==> src/rtl/pc_ras_unit.sv <==
// rtl/pc_ras_unit.sv - program counter with circular return-address stack
// Optional RAS_CHECK_EN: sticky overflow/underflow flags and a trap vector for RET on an empty stack.
module pc_ras_unit #(
  parameter int              PC_W        = 32,
  parameter int              OFFSET_W    = 26,
  parameter int              RAS_DEPTH   = 8,
  parameter logic [PC_W-1:0] RESET_PC    = '0,
  parameter logic [PC_W-1:0] TRAP_VECTOR = PC_W'(32'hFFFF_FFF0),
  localparam int             CNT_W       = $clog2(RAS_DEPTH + 1),
  localparam int             PTR_W       = $clog2(RAS_DEPTH)
) (
  input  logic                clk,
  input  logic                reset,
  input  logic                pc_write,
  input  logic [1:0]          pc_src,
  input  logic                call,
  input  logic [PC_W-1:0]     bta,
  input  logic [OFFSET_W-1:0] offset,
  output logic [PC_W-1:0]     pc,
  output logic [PC_W-1:0]     pc_next,
  output logic [PC_W-1:0]     ras_top,
  output logic [CNT_W-1:0]    ras_count,
  output logic                ras_full,
  output logic                ras_empty,
  output logic                ras_overflow,
  output logic                ras_underflow
);

  logic [PC_W-1:0]  r_pc;
  logic [PC_W-1:0]  r_ras [RAS_DEPTH];
  logic [PTR_W-1:0] r_ptr;
  logic [CNT_W-1:0] r_count;

  logic             w_full;
  logic             w_empty;
  logic             w_push;
  logic             w_pop;
  logic [PC_W-1:0]  w_pc_inc;
  logic [PC_W-1:0]  w_ras_top;
  logic [PC_W-1:0]  w_pc_next;
  logic [PTR_W-1:0] w_ptr_inc;
  logic [PTR_W-1:0] w_ptr_dec;

  always_comb begin
    w_full    = (r_count == CNT_W'(RAS_DEPTH));
    w_empty   = (r_count == '0);
    w_push    = pc_write && (pc_src == 2'b01) && call;
    w_pop     = pc_write && (pc_src == 2'b11) && !w_empty;
    w_pc_inc  = r_pc + PC_W'(1);
    w_ras_top = w_empty ? '0 : r_ras[r_ptr];
    // r_ptr addresses the newest entry; wrap explicitly so any depth works
    w_ptr_inc = (r_ptr == PTR_W'(RAS_DEPTH - 1)) ? '0 : r_ptr + PTR_W'(1);
    w_ptr_dec = (r_ptr == '0) ? PTR_W'(RAS_DEPTH - 1) : r_ptr - PTR_W'(1);
  end

  always_comb begin
    w_pc_next = w_pc_inc;
    case (pc_src)
      2'b00: w_pc_next = w_pc_inc;
      2'b01: w_pc_next = {r_pc[PC_W-1:OFFSET_W], offset};
      2'b10: w_pc_next = bta;
      2'b11: begin
`ifdef RAS_CHECK_EN
        w_pc_next = w_empty ? TRAP_VECTOR : w_ras_top;
`else
        w_pc_next = w_ras_top;
`endif
      end
      default: w_pc_next = w_pc_inc;
    endcase
  end

  always_ff @(posedge clk) begin
    if (reset) begin
      r_pc    <= RESET_PC;
      r_ptr   <= '0;
      r_count <= '0;
    end else if (pc_write) begin
      r_pc <= w_pc_next;
      if (w_push) begin
        r_ptr <= w_ptr_inc;
        if (!w_full) r_count <= r_count + CNT_W'(1);
      end else if (w_pop) begin
        r_ptr   <= w_ptr_dec;
        r_count <= r_count - CNT_W'(1);
      end
    end
  end

  // Entry storage is left uncleared; r_count alone defines validity.
  always_ff @(posedge clk) begin
    if (!reset && w_push) r_ras[w_ptr_inc] <= w_pc_inc;
  end

`ifdef RAS_CHECK_EN
  logic r_overflow;
  logic r_underflow;

  always_ff @(posedge clk) begin
    if (reset) begin
      r_overflow  <= 1'b0;
      r_underflow <= 1'b0;
    end else begin
      if (w_push && w_full) r_overflow <= 1'b1;
      if (pc_write && (pc_src == 2'b11) && w_empty) r_underflow <= 1'b1;
    end
  end

  assign ras_overflow  = r_overflow;
  assign ras_underflow = r_underflow;
`else
  assign ras_overflow  = 1'b0;
  assign ras_underflow = 1'b0;
`endif

  assign pc        = r_pc;
  assign pc_next   = w_pc_next;
  assign ras_top   = w_ras_top;
  assign ras_count = r_count;
  assign ras_full  = w_full;
  assign ras_empty = w_empty;

endmodule

==> config.mk <==
export PLATFORM = sky130hd
export DESIGN_NAME = pc_ras_unit
export DESIGN_NICKNAME = d
export VERILOG_FILES = /design/src/rtl/pc_ras_unit.sv
export SDC_FILE = /design/constraint.sdc
export NUM_CORES = 1
export LEC_CHECK = 0
export CAP_MARGIN = 20
export CORE_ASPECT_RATIO = 1.25
export CORE_MARGIN = 1
export CORE_UTILIZATION = 35
export CTS_CLUSTER_SIZE = 24
export DETAILED_ROUTE_END_ITERATION = 6
export GPL_ROUTABILITY_DRIVEN = 0
export GPL_TIMING_DRIVEN = 0
export PLACE_DENSITY = 0.62
export SYNTH_ARGS = -nofsm -noshare
export SYNTH_HDL_FRONTEND = slang
export SYNTH_SLANG_ARGS = --single-unit
==> constraint.sdc <==
create_clock -name clk -period 10.1 [get_ports clk]
set_input_delay 1.515 -clock clk [delete_from_list [all_inputs] [get_ports clk]]
set_output_delay 1.515 -clock clk [all_outputs]
set_load 0.01 [all_outputs]
# After elaboration in Yosys (flattened, before gate mapping)

Memory sizes are Yosys's and may differ from the RTL's. A register that Yosys moved wholly into a read port is not among the register bits.
Cells that the tools add are included.

Bits in registers: 39
Input port bits: 64
Memories kept: 1
ROM bits: 0
Word-level logic and storage cells: 41
Bits in latches: 0
Memory bits (writable): 256
Output and inout bits: 104

Reduce and logical (&&, ||, !) cells: 13
Magnitude comparators: 0
$mul: 0
Bitwise operators: 0
Shift-type cells: 0
Add/subtract/negate cells: 5
Div/mod/pow operators: 0
Muxes and demuxes: 13
Equal/unequal tests: 6

Memory list:

| memory | words | bits a word | rd ports | clocked after memory_dff | write ports | RTL line | source |
|---|---|---|---|---|---|---|---|
| r_ras  | 8     | 32          | 1        | 1                        | 1           | 30       | `logic [PC_W-1:0] r_ras [RAS_DEPTH];` |

Operators with widths:

| cell                                              | count |
|---|---|
| one-hot mux 32 bit (4 select lines)               | 1 |
| adder 32 x 1 -> 32 bit (second input constant)    | 1 |
| two-way mux 32 bit                                | 1 |
| two-way mux 3 bit                                 | 6 |
| two-way mux 4 bit                                 | 3 |
| logical AND 1 bit                                 | 5 |
| adder 4 x 1 -> 4 bit (second input constant)      | 1 |
| == test 2 bit (second input constant)             | 2 |
| == test 4 bit (second input constant)             | 1 |
| logical NOT 4 bit                                 | 1 |
| subtractor 4 x 1 -> 4 bit (second input constant) | 1 |
| adder 3 x 1 -> 3 bit (second input constant)      | 1 |
| == test 3 bit (second input constant)             | 1 |
| logical NOT 3 bit                                 | 1 |
| AND reduction 3 bit                               | 1 |
| subtractor 3 x 1 -> 3 bit (second input constant) | 1 |
| == test 2 x 1 -> 1 bit (second input constant)    | 1 |
| logical NOT 1 bit                                 | 2 |
| logical NOT 2 bit                                 | 1 |
| two-way mux 1 bit                                 | 2 |
| inequality test 2 bit (second input constant)     | 1 |
| AND reduction 2 bit                               | 1 |
| nonzero test 2 bit                                | 1 |

# Longest topological paths before layout

Word-level depth: 7
Mapped depth: 11
Depth with buffers taken out: 8

# Worst setup path after synthesis

OpenSTA, ideal clock, no wires.

Path kind: input to register
Start: input pc_write
End: memory r_ras[0][0] (enable)
Buffers on the path: 3
Stages on the path: 7
Arrival: 4923 ps
Setup time: 461 ps
Data required time: 9639 ps
Setup slack: 4716 ps
Cell sequence: buf_2 and4b_1 clkbuf_1 inv_1 clkbuf_1 or3_1 nor3_1

Word-level cells in the longest chain between the ends: 5

RTL lines:

| item                                    | RTL line | source |
|---|---|---|
| from (decl)                             | 14       | `input logic pc_write,` |
| logical AND 1 bit (2 in series)         | 47       | `w_push = pc_write && (pc_src == 2'b01) && call;` |
| logical AND 1 bit                       | 92       | `if (!reset && w_push) r_ras[w_ptr_inc] <= w_pc_inc;` |
| two-way mux 1 bit                       | 92       |  |
| two-way mux 1 bit (implied by the code) | 92       |  |
| to (decl)                               | 30       |  |

No other way between the ends.

# Worst setup path in the final report

Start: input pc_src[1]
End: output pc_next[29]

Word-level cells in the longest chain between the ends: 2

RTL lines:

| item                                    | RTL line | source |
|---|---|---|
| from (decl)                             | 15       | `input logic [1:0] pc_src,` |
| == test 2 bit (tied with other cells)   | 58       | `case (pc_src)` |
| one-hot mux 32 bit (4 select lines) (*) | 58       |  |
| to (decl)                               | 20       | `output logic [PC_W-1:0] pc_next,` |

Every way passes the cells marked *; elsewhere a longest branch is shown, timed or not.

==> results_dict.tcl <==
set metrics [dict create \
    hold_class "reg -> reg" \
    cp_num_cells 7 \
    post_cts_buffers 0 \
    grt_start_max_net_pins 20 \
    cts_htree_levels 1 \
    async_reset_ff_frac 0 \
    critPathMaxStageDelay_ns 0.86 \
    clkTransAtPathRegs_ns 0.06 \
    dp_hpwl_mm 31.7 \
    fin_crit_ns 6.81 \
    worst_ep_required_time_ns 8.59 \
    dp.cells 1610 \
    seq_area_um2 8530 \
    worstReg2RegEnd "r_ras[3][22]" \
    finalSetupViolCount 0 \
    final_cell_area_um2 16900 \
    finalClockSkew_ns 0.0121 \
    worstPathArrival_ns 5.30 \
    critical_path_class "in -> out" \
    drc 0 \
    cts_tree "done" \
    swShare 0.249 \
    yosysWarnings 0 \
    p_comb_frac 0.144 \
    hold_viol 0 \
    antennaDiodeCount 0 \
    p_sw_w 0.000726 \
    period_share 0.674 \
    syn_inst 947 \
    slew_headroom 0.297 \
    synth_most_common_cell "edfxtp_1" \
    timing.fmax_mhz 147 \
    worst_ir_drop_vdd_uv 123 \
    endpoint "pc_next[29]" \
    maxCapViolCount 0 \
    crit_buf_inv 3 \
    yosysSeqAreaShare 0.635 \
    r2r_slack_ns 7.02 \
    nets 1227 \
    vias 9556 \
    placed_cell_area_um2 15900 \
    area_growth_pct 25.9 \
    cts_buffer_depth 3 \
    worstSkewPairLatency_ns 0.56 \
    drive_gt1_frac 0.131 \
    slew_violations 0 \
    status "complete, no violations" \
    num_rows 79 \
    start_util 0.358 \
    rr_startpoint "pc[1]" \
    core_um2 37500 \
    ys_ff_latch 298 \
    rsz0062_at_grt "false" \
    grt_pass1_vias 9410 \
    stdcell_count 1666 \
    p_leak_nw 5.55 \
    multi_input_area_um2 4590 \
    cts_made_buffers 30 \
    crit_fanout 10 \
    cts_hold_buf 0 \
    synth_top_area_share 0.573 \
    n_fill_cell 3291 \
    p_int_w 0.00218 \
    clock-sinks 298 \
    die_area_um2 39100 \
    syn-mean-instance-area_um2 14.2 \
    startpoint "pc_src[1]" \
    start_kind "input pin" \
    grt_pass1_wl_mm 62.7 \
    wl_per_cell_um 26.7 \
    gr-total-overflow 0 \
    ys_top_cells_by_count "edfxtp_1 (256), nor2_1 (93), mux2i_1 (74)" \
    seqPwrFrac 0.476 \
    synth_edf_count 256 \
    crit_top_cell "clkdlybuf4s50_1" \
    path_cells "clkdlybuf4s50_1, buf_2, nand2_1, nor2_1, a32oi_1, a311oi_1, clkdlybuf4s50_1" \
    clock_power_share 0.380 \
    grt.total_usage 0.224 \
    antenna_found_initial 1 \
    utilization 0.451 \
    portBuffers 163 \
    dr.pass1.iters 6 \
    rr_worst_depth 5 \
    hold_slack_ns 0.572 \
    vias_per_cell 5.74 \
    tns_ns 0 \
    synth_ff_type "edfxtp_1" \
    cpMaxStageDelayCell "nor2_1" \
    die-width_um 177 \
    syn_area_um2 13400 \
    end_kind "output port" \
    cts_root_buf "clkbuf_16" \
    drtIter0Drc 971 \
    yosysTopAreaCell "edfxtp_1" \
    critical-path-top-delay-family "buffers and inverters" \
    power.density_nw_per_um2 172 \
    die_h_um 221 \
    synth_area_leaders "edfxtp_1 (57%), mux4_2 (6.5%), dfxtp_1 (6.3%)" \
    ant_nets 0 \
    ys_types 72 \
    io_pins 168 \
    post_cts_resized 0 \
    routed_wl_mm 44.5 \
    worst_pin_slew_ns 1.05 \
]
-- through the flow --
| stage | setup slack, ns | total power [W] |
|---|---|---|
| detailed placement | 3.37 | 0.00183 |
| CTS | 3.35 | 0.00292 |
| finish | 3.29 | 0.00291 |
| floorplan | 4.72 | 0.00160 |
| global placement | 1.32 | 0.00182 |
| global route | 3.23 | 0.00299 |
-- layout by cell type (no fill, tap or decap), types with 11 or more instances in the layout --
cell type,Yosys,routed
nand3_1,16,16
mux4_2,39,39
clkdlybuf4s50_1,0,163
o21ai_0,22,22
nor3_1,24,22
xnor2_1,15,15
buf_2,11,11
a21oi_1,15,15
buf_6,4,11
a22oi_1,19,19
clkbuf_1,28,35
nand2_1,46,46
clkbuf_16,0,31
o21a_1,17,17
dfxtp_1,42,42
xor2_1,17,17
and3_1,19,17
mux2i_1,74,74
inv_1,13,13
edfxtp_1,256,256
nor2_1,93,89
-- tightest hold or removal path, stage by stage (launching register included) --
cell,delay (ns)
dfxtp_1,0.34
xnor2_1,0.16
nor2_1,0.04
-- worst min-delay path by stage --
stage | cells past startpoint | slack, ns | startpoint | endpoint
final | 2 | 0.57 | ras_count[3] | ras_count[3]
after global routing | 2 | 0.59 | ras_count[3] | ras_count[3]
after CTS | 2 | 0.58 | ras_count[3] | ras_count[3]
after detailed placement | 2 | 0.56 | ras_count[3] | ras_count[3]
after global placement | 2 | 0.55 | ras_count[3] | ras_count[3]
after floorplan | 1 | 0.50 | r_ptr[0] | flip-flop
-- sequential cells by signal (all words and copies together), names as in the netlist, named ones only --
signal / count
ras_count: 4
pc: 32
r_ptr: 3
r_ras: 256
-- power by group through the flow --
stage	Combinational [W]	Clock, W	Sequential, W
detailed placement	0.000417	0	0.00141
floorplan	0.000194	0	0.00141
finish	0.000419	0.00111	0.00138
global route	0.000442	0.00116	0.00139
CTS	0.000420	0.00112	0.00138
global placement	0.000412	0	0.00141
-- cell type report --
type | instances | share of cell area
Timing Repair Buffer | 176 | 0.109
Sequential cell | 298 | 0.505
Inverter | 15 | 0.00333
Multi-Input combinational cell | 577 | 0.271
Clock inverter | 14 | 0.00770
Tap cell | 486 | 0.0360
Buffer | 58 | 0.0175
Clock buffer | 42 | 0.0507
-- cell families after synthesis --
family	count (synthesis)	share of synthesized area
adder cells (fa/ha/maj)	7	0.00652
AND/OR/NAND/NOR	259	0.0974
flip-flops	298	0.635
AO/OA/AOI/OAI	158	0.0876
other	1	0.000279
XOR/XNOR	32	0.0209
buffers and inverters	73	0.0263
multiplexers	119	0.126
-- metal layers --
layer | track usage | routed length (um) | part of all wire | vias to the layer above
li1 | - | - | - | 4129
met1 | 0.293 | 17600 | 0.40 | 4830
met2 | 0.370 | 21300 | 0.48 | 509
met3 | 0.0371 | 3890 | 0.087 | 86
met4 | 0.0859 | 1670 | 0.037 | 2
met5 | 0 | 12 | 0.00027 | -
(Power assumes the default switching activity.)
